## src/rtl/phase_sequencer.sv

```systemverilog
// Converts the run controller's clk1/clk2 phase strobes into one-cycle fetch/execute
// enables and handles halting on HLT, PC breakpoints or single-step.
module phase_sequencer #(
  parameter int PC_W  = 8,
  parameter int CNT_W = 16
) (
  input  logic             clk,
  input  logic             reset,
  input  logic             ctl_reset,
  input  logic             ctl_enable,
  input  logic             clk1,
  input  logic             clk2,
  input  logic             resume,
  input  logic             halt_instr,
  input  logic [PC_W-1:0]  pc,
  input  logic [PC_W-1:0]  bp_addr,
  input  logic             bp_en,
  input  logic             step_mode,
  output logic             fetch_en,
  output logic             exec_en,
  output logic             halted,
  output logic [CNT_W-1:0] instr_count,
  output logic             phase_err
);

  typedef enum logic [1:0] {
    IDLE    = 2'd0,
    WAIT_P1 = 2'd1,
    WAIT_P2 = 2'd2,
    HALTED  = 2'd3
  } state_t;

  state_t state;
  logic   clk1_q;
  logic   clk2_q;
  logic   resume_q;
  logic   clk1_rise;
  logic   clk2_rise;
  logic   resume_rise;
  logic   both_rise;

  function automatic logic halt_check(
    input logic            hlt,
    input logic            bpe,
    input logic [PC_W-1:0] cur_pc,
    input logic [PC_W-1:0] brk_pc,
    input logic            stp
  );
    return hlt | (bpe & (cur_pc == brk_pc)) | stp;
  endfunction

  assign clk1_rise   = clk1 & ~clk1_q;
  assign clk2_rise   = clk2 & ~clk2_q;
  assign resume_rise = resume & ~resume_q;
  assign both_rise   = clk1_rise & clk2_rise;

  // Edge-detect history tracks the strobes in every state, so a strobe already high
  // when the sequencer becomes active never counts as a fresh rise.
  always_ff @(posedge clk or negedge reset) begin
    if (!reset) begin
      state       <= IDLE;
      clk1_q      <= 1'b0;
      clk2_q      <= 1'b0;
      resume_q    <= 1'b0;
      fetch_en    <= 1'b0;
      exec_en     <= 1'b0;
      halted      <= 1'b0;
      instr_count <= '0;
      phase_err   <= 1'b0;
    end else begin
      clk1_q   <= clk1;
      clk2_q   <= clk2;
      resume_q <= resume;
      fetch_en <= 1'b0;
      exec_en  <= 1'b0;

      if (ctl_reset) begin
        state       <= IDLE;
        halted      <= 1'b0;
        instr_count <= '0;
        phase_err   <= 1'b0;
      end else begin
        case (state)
          IDLE: begin
            if (ctl_enable) state <= WAIT_P1;
          end

          WAIT_P1: begin
            if (!ctl_enable) begin
              state <= IDLE;
            end else if (both_rise || clk2_rise) begin
              phase_err <= 1'b1;
            end else if (clk1_rise) begin
              fetch_en <= 1'b1;
              state    <= WAIT_P2;
            end
          end

          WAIT_P2: begin
            if (!ctl_enable) begin
              state <= IDLE;
            end else if (both_rise || clk1_rise) begin
              phase_err <= 1'b1;
            end else if (clk2_rise) begin
              exec_en     <= 1'b1;
              instr_count <= instr_count + 1'b1;
              // Halt qualifiers are sampled on the same edge that retires the instruction.
              if (halt_check(halt_instr, bp_en, pc, bp_addr, step_mode)) begin
                halted <= 1'b1;
                state  <= HALTED;
              end else begin
                state <= WAIT_P1;
              end
            end
          end

          HALTED: begin
            if (resume_rise) begin
              halted <= 1'b0;
              state  <= WAIT_P1;
            end
          end

          default: begin
            state  <= IDLE;
            halted <= 1'b0;
          end
        endcase
      end
    end
  end

endmodule

```

## config.mk

```make
export PLATFORM = sky130hd
export DESIGN_NAME = phase_sequencer
export DESIGN_NICKNAME = d
export VERILOG_FILES = /design/src/rtl/phase_sequencer.sv
export SDC_FILE = /design/constraint.sdc
export NUM_CORES = 1
export LEC_CHECK = 0
export ABC_CLOCK_PERIOD_IN_PS = 1800
export CAP_MARGIN = 10
export CORE_MARGIN = 1.5
export CORE_UTILIZATION = 42
export CTS_BUF_LIST = sky130_fd_sc_hd__clkbuf_16
export DETAILED_ROUTE_END_ITERATION = 8
export PLACE_DENSITY = 0.85
export SYNTH_ARGS = -nofsm -noshare
export SYNTH_HDL_FRONTEND = slang
export SYNTH_SLANG_ARGS = --single-unit
```

## constraint.sdc

```tcl
create_clock -name clk -period 1.8 [get_ports clk]
set_input_delay 0.45 -clock clk [delete_from_list [all_inputs] [get_ports clk]]
set_output_delay 0.45 -clock clk [all_outputs]
set_load 0.03 [all_outputs]
```

After elaboration in Yosys (flattened, before gate mapping)
Cells that the tools add are included.

$add $sub $neg: 1. Multiply operators: 0. Divide/modulo/power cells: 0. Magnitude comparators: 0. Equality and inequality tests: 18. Shifts and indexed selects: 0. Muxes and demuxes: 39. Bitwise gates (word level): 10. Reductions and logical operators: 12.

Operator list (count): 16-bit two-way mux (5); 3-bit inequality test, second input constant (9); 1-bit two-way mux (21); 2-bit two-way mux (10); 16-bit by 1-bit adder with 16-bit output, second input constant (1); 4-bit inequality test, second input constant (4); 6-bit AND reduction (2); 8-bit equality test (1); 2-bit case mux with 4 select lines (1); 2-bit nonzero test (3); 3-bit nonzero test (2); 1-bit bitwise AND (5); 5-bit AND reduction (1); 2-bit equality test, second input constant (2); 1-bit case mux with 2 select lines (2); 4-bit AND reduction (1); 1-bit inverter (3); 2-bit by 1-bit equality test with 1-bit output, second input constant (1); 2-bit zero test (1); 1-bit logical OR (2); 2-bit inequality test, second input constant (1); 1-bit bitwise OR (2).

Flip-flop bits (word level): 25. Latch bits: 0. Bits in writable memories: 0. Memory bits (read-only): 0. Input port bits: 26. Logic and storage cells: 89. Memories kept: 0.

Logic depth before layout (Yosys ltp)
Depth in word-level cells: 10. Gate-level depth with buffers: 8.

Worst setup path before layout
No wires, ideal clock.

Path kind: flip-flop to flip-flop. From: register state[0]. To: register state[0]. Arrival time: 1561 ps. Slack: 114 ps. Stages on the path, launching flop included: 7. Path buffers: 1. Clock period less this slack: 1686 ps. Cell sequence: dfrtp_1 inv_1 ha_1 buf_4 nor2b_1 a311oi_2 mux2_2.

Cells in the longest elaborated chain, start to end: 3.

RTL lines: start, declared (RTL line 33) `state_t state;`; start signal, assigned (RTL line 61) `state <= IDLE;`; start signal, assigned (RTL line 78) `state <= IDLE;`; start signal, assigned (RTL line 85) `if (ctl_enable) state <= WAIT_P1;`; 2-bit equality test (tied with other cells) (RTL line 83) `case (state)`; 4-bit inequality test (no source line) (tied with other cells); 6-bit AND reduction (no source line) / 2-bit two-way mux (equally long branches).

Several ways; a longest one is shown, not always the timed one. A chain may end at the register's enable or synchronous reset.

Final worst setup path
Ends and elaborated chain as after synthesis.

==> impl_metrics.py <==
metrics = {
    "yosys": {
        "synth_top_family_by_area": "simple AND/OR/NAND/NOR gates",
        "synth-compound-area-share_pct": 8.389,
        "synth_area_leaders": "dfrtp_1, xnor2_1, xor2_1",
        "synth_top_area_share_pct": 41.53,
        "synthXorXnorAreaFrac_pct": 12.79,
        "ys_seq_area_share_pct": 41.53,
        "synth_seq_cells": 25,
        "ys.flop_type": "dfrtp_1",
        "synth.avg_cell_area_um2": 10.32,
        "synth-simple-area-share_pct": 27.74,
        "syn_nets": 177,
        "syn_inst": 146,
        "yosys.area_share.adder_pct": 4.153,
        "synth_top_area_cell": "dfrtp_1",
        "synth-async-reset-ratio_pct": 100.0,
        "synthMuxAreaShare_pct": 2.159,
        "yosys.cell_types.count": 41,
        "synth_edf_count": 0,
        "syn_area_um2": 1506,
        "yosys_warnings": 0,
    },
    "power": {
        "irDropWorstVdd_mv": 0.6845,
        "p_total_mw": 1.498,
        "leakage_nw": 1.125,
        "p_per_area_nw_per_um2": 636.0,
    },
    "detailed_routing": {
        "dr.first_iter.drc_count": 50,
        "vias": 1346,
        "firstDrtPassIters": 4,
        "wl_per_cell_um": 14.38,
        "drc": 0,
        "ant_nets": 0,
        "finalWirelength_um": 3709,
        "viasPerCell": 5.217,
    },
    "placement": {
        "hpwlAfterDp_um": 2548,
        "placed_cells": 251,
        "gp_congestion": 0.8122,
        "dpl-instance-area_um2": 2123,
        "dp_slack_ns": -0.3906,
        "portBuffers": 45,
    },
    "critical_path": {
        "required_ns": 1.94,
        "crit_path_max_fanout": 4,
        "worstSetupStartpointType": "flop",
        "worst-endpoint-arrival_ns": 1.91,
        "path_class": "flop to flop",
        "cp-end-kind": "flop",
    },
    "sta": {
        "finalSetupViolCount": 0,
        "rsz0062_at_grt": "true",
        "drv_slew": 0,
        "worst_clock_skew_ns": 0.009370,
        "setup_tns_ns": 0,
        "max_freq_mhz": 566.5,
        "worstMarginPinSlew_ns": 0.4841,
        "fin_hold_ws_ns": 0.4721,
        "relSlewSlack_pct": 67.63,
        "fin_crit_ns": 1.765,
        "final-hold-violation-count": 0,
        "final.period_utilization_pct": 98.07,
        "fin_ws_ns": 0.03481,
    },
    "final_layout": {
        "instances_no_fill": 258,
        "synthToLayoutAreaGrowth_pct": 56.31,
        "diodes": 0,
        "fin_util_pct": 69.47,
        "fill_cells": 248,
        "fin_area_um2": 2355,
        "fin_nets": 244,
        "drive_gt1_share_pct": 24.06,
    },
    "floorplanning": {
        "chipHeight_um": 62.89,
        "die_area_um2": 3955,
        "initial_core_util_pct": 44.44,
        "io_pins": 46,
        "coreArea_um2": 3390,
        "row_count": 21,
        "dieWidth_um": 62.89,
    },
    "clocking": {
        "clock-sinks": 25,
        "clockBufferDepth": 2,
        "cts_tree": "yes",
        "cts_buffers": 3,
        "htreeDepth": 1,
        "path_clk_slew_ns": 0.06,
        "clk_latency_ns": 0.26,
        "clockRootBuffer": "clkbuf_16",
    },
    "global_routing": {
        "grt_max_degree": 26,
        "grt_pass1_wl_um": 6375,
        "grt_overflow": 0,
        "antenna_found_initial": 0,
        "grt_pass1_vias": 1399,
        "grt_usage_pct": 20.18,
    },
    "outcome": {
        "status": "finished clean",
    },
    "worst_hold_path": {
        "worstHoldPathType": "input pin to flop",
    },
    "flow_run": {
        "maxCapViolCount": 0,
    },
}
==> flip-flops by register name, summed over array words and instances (netlist names) <==
register,cells
resume_q,1
exec_en,1
clk2_q,1
clk1_q,1
phase_err,1
instr_count,16
halted,1
fetch_en,1
state,2
==> area by class of cell <==
type | instances | area, um2 | share of cell area (%)
Clock inverter | 1 | 7.507 | 0.3188
Sequential cell | 25 | 625.6 | 26.57
Inverter | 4 | 15.01 | 0.6376
Tap cell | 46 | 57.56 | 2.444
Timing Repair Buffer | 67 | 653.1 | 27.74
Multi-Input combinational cell | 112 | 920.9 | 39.11
Clock buffer | 3 | 75.07 | 3.188
==> report_power, final <==
part | switching, mW | internal (mW) | leakage [nW]
Combinational | 0.183 | 0.211 | 0.748
Clock | 0.201 | 0.302 | 0.0371
Sequential | 0.0177 | 0.584 | 0.340
==> cell usage in the layout, fill, tap and decap left out, types with 3 or more instances in the layout <==
master | Yosys | routed
dlymetal6s2s_1 | 0 | 7
dlygate4sd2_1 | 0 | 14
nand4_1 | 6 | 6
ha_1 | 5 | 4
xnor2_1 | 13 | 13
xor2_1 | 9 | 9
nor2_1 | 19 | 19
buf_4 | 2 | 20
nor3_2 | 1 | 4
inv_1 | 4 | 4
clkbuf_16 | 0 | 3
clkdlybuf4s50_1 | 0 | 24
dfrtp_1 | 25 | 25
nor3_1 | 8 | 5
nor4b_4 | 1 | 3
nand2_1 | 7 | 7
==> Yosys cell counts, drive strengths merged, types with 2 or more instances <==
cell and instances:
a41oi 2, mux2 2, ha 5, nor4b 4, dfrtp 25, nand4 6
or2 2, nor3 9, nor3b 4, nor2 19, nor2b 4, a21oi 4
nand3 2, clkbuf 2, nand2 7, and4 2, o21ai 3, buf 3
inv 4, nor4 2, xor2 9, xnor2 13
==> path summary, 6_finish.rpt <==
check / from / endpoint / slack, ns / cells after the start
max reg2reg: state[0]$_DFFE_PN0P_ / state[0]$_DFFE_PN0P_ / 0.03 / 6
min in group asynchronous: reset / instr_count[12]$_DFFE_PN0P_ / 0.54 / 2
min: clk2 / clk2_q$_DFF_PN0_ / 0.47 / 1
max in group asynchronous: reset / clk2_q$_DFF_PN0_ / 1.01 / 2
max: state[0]$_DFFE_PN0P_ / state[0]$_DFFE_PN0P_ / 0.03 / 6
min reg2reg: phase_err$_DFFE_PN0P_ / phase_err$_DFFE_PN0P_ / 0.54 / 2
==> per-layer routing <==
| layer | GRT usage, % | vias up | routed length (um) |
|---|---|---|---|
| met4 | 4.444 | 0 | 66 |
| met5 | 0 | - | 0 |
| met2 | 35.37 | 32 | 1971 |
| met3 | 4.865 | 8 | 103 |
| met1 | 24.97 | 661 | 1567 |
| li1 | - | 645 | - |
==> logic make-up after synthesis <==
logic type      count (synthesis)
compound gates                 15
flops                          25
buf+inv                         9
mux                             3
xor+xnor                       22
fa+ha+maj                       5
simple gates                   67
==> what timing repair did <==
item / in CTS / in global routing
setup endpoints to repair: 25 / 15
pin swaps: 3 / 5
gates cloned: 1 / 0
endpoints found under the hold margin: 0 / 0
hold buffers: 0 / 0
resized for setup: 22 / 17
setup buffers: 1 / 1
==> critical path, stage by stage (launching register included) <==
cell	delay, ns
dfrtp_1	0.39
buf_4	0.15
ha_1	0.22
nor3b_4	0.18
a311oi_2	0.26
buf_4	0.17
mux2_4	0.29
No activity file was read; power rests on OpenSTA's default activity.
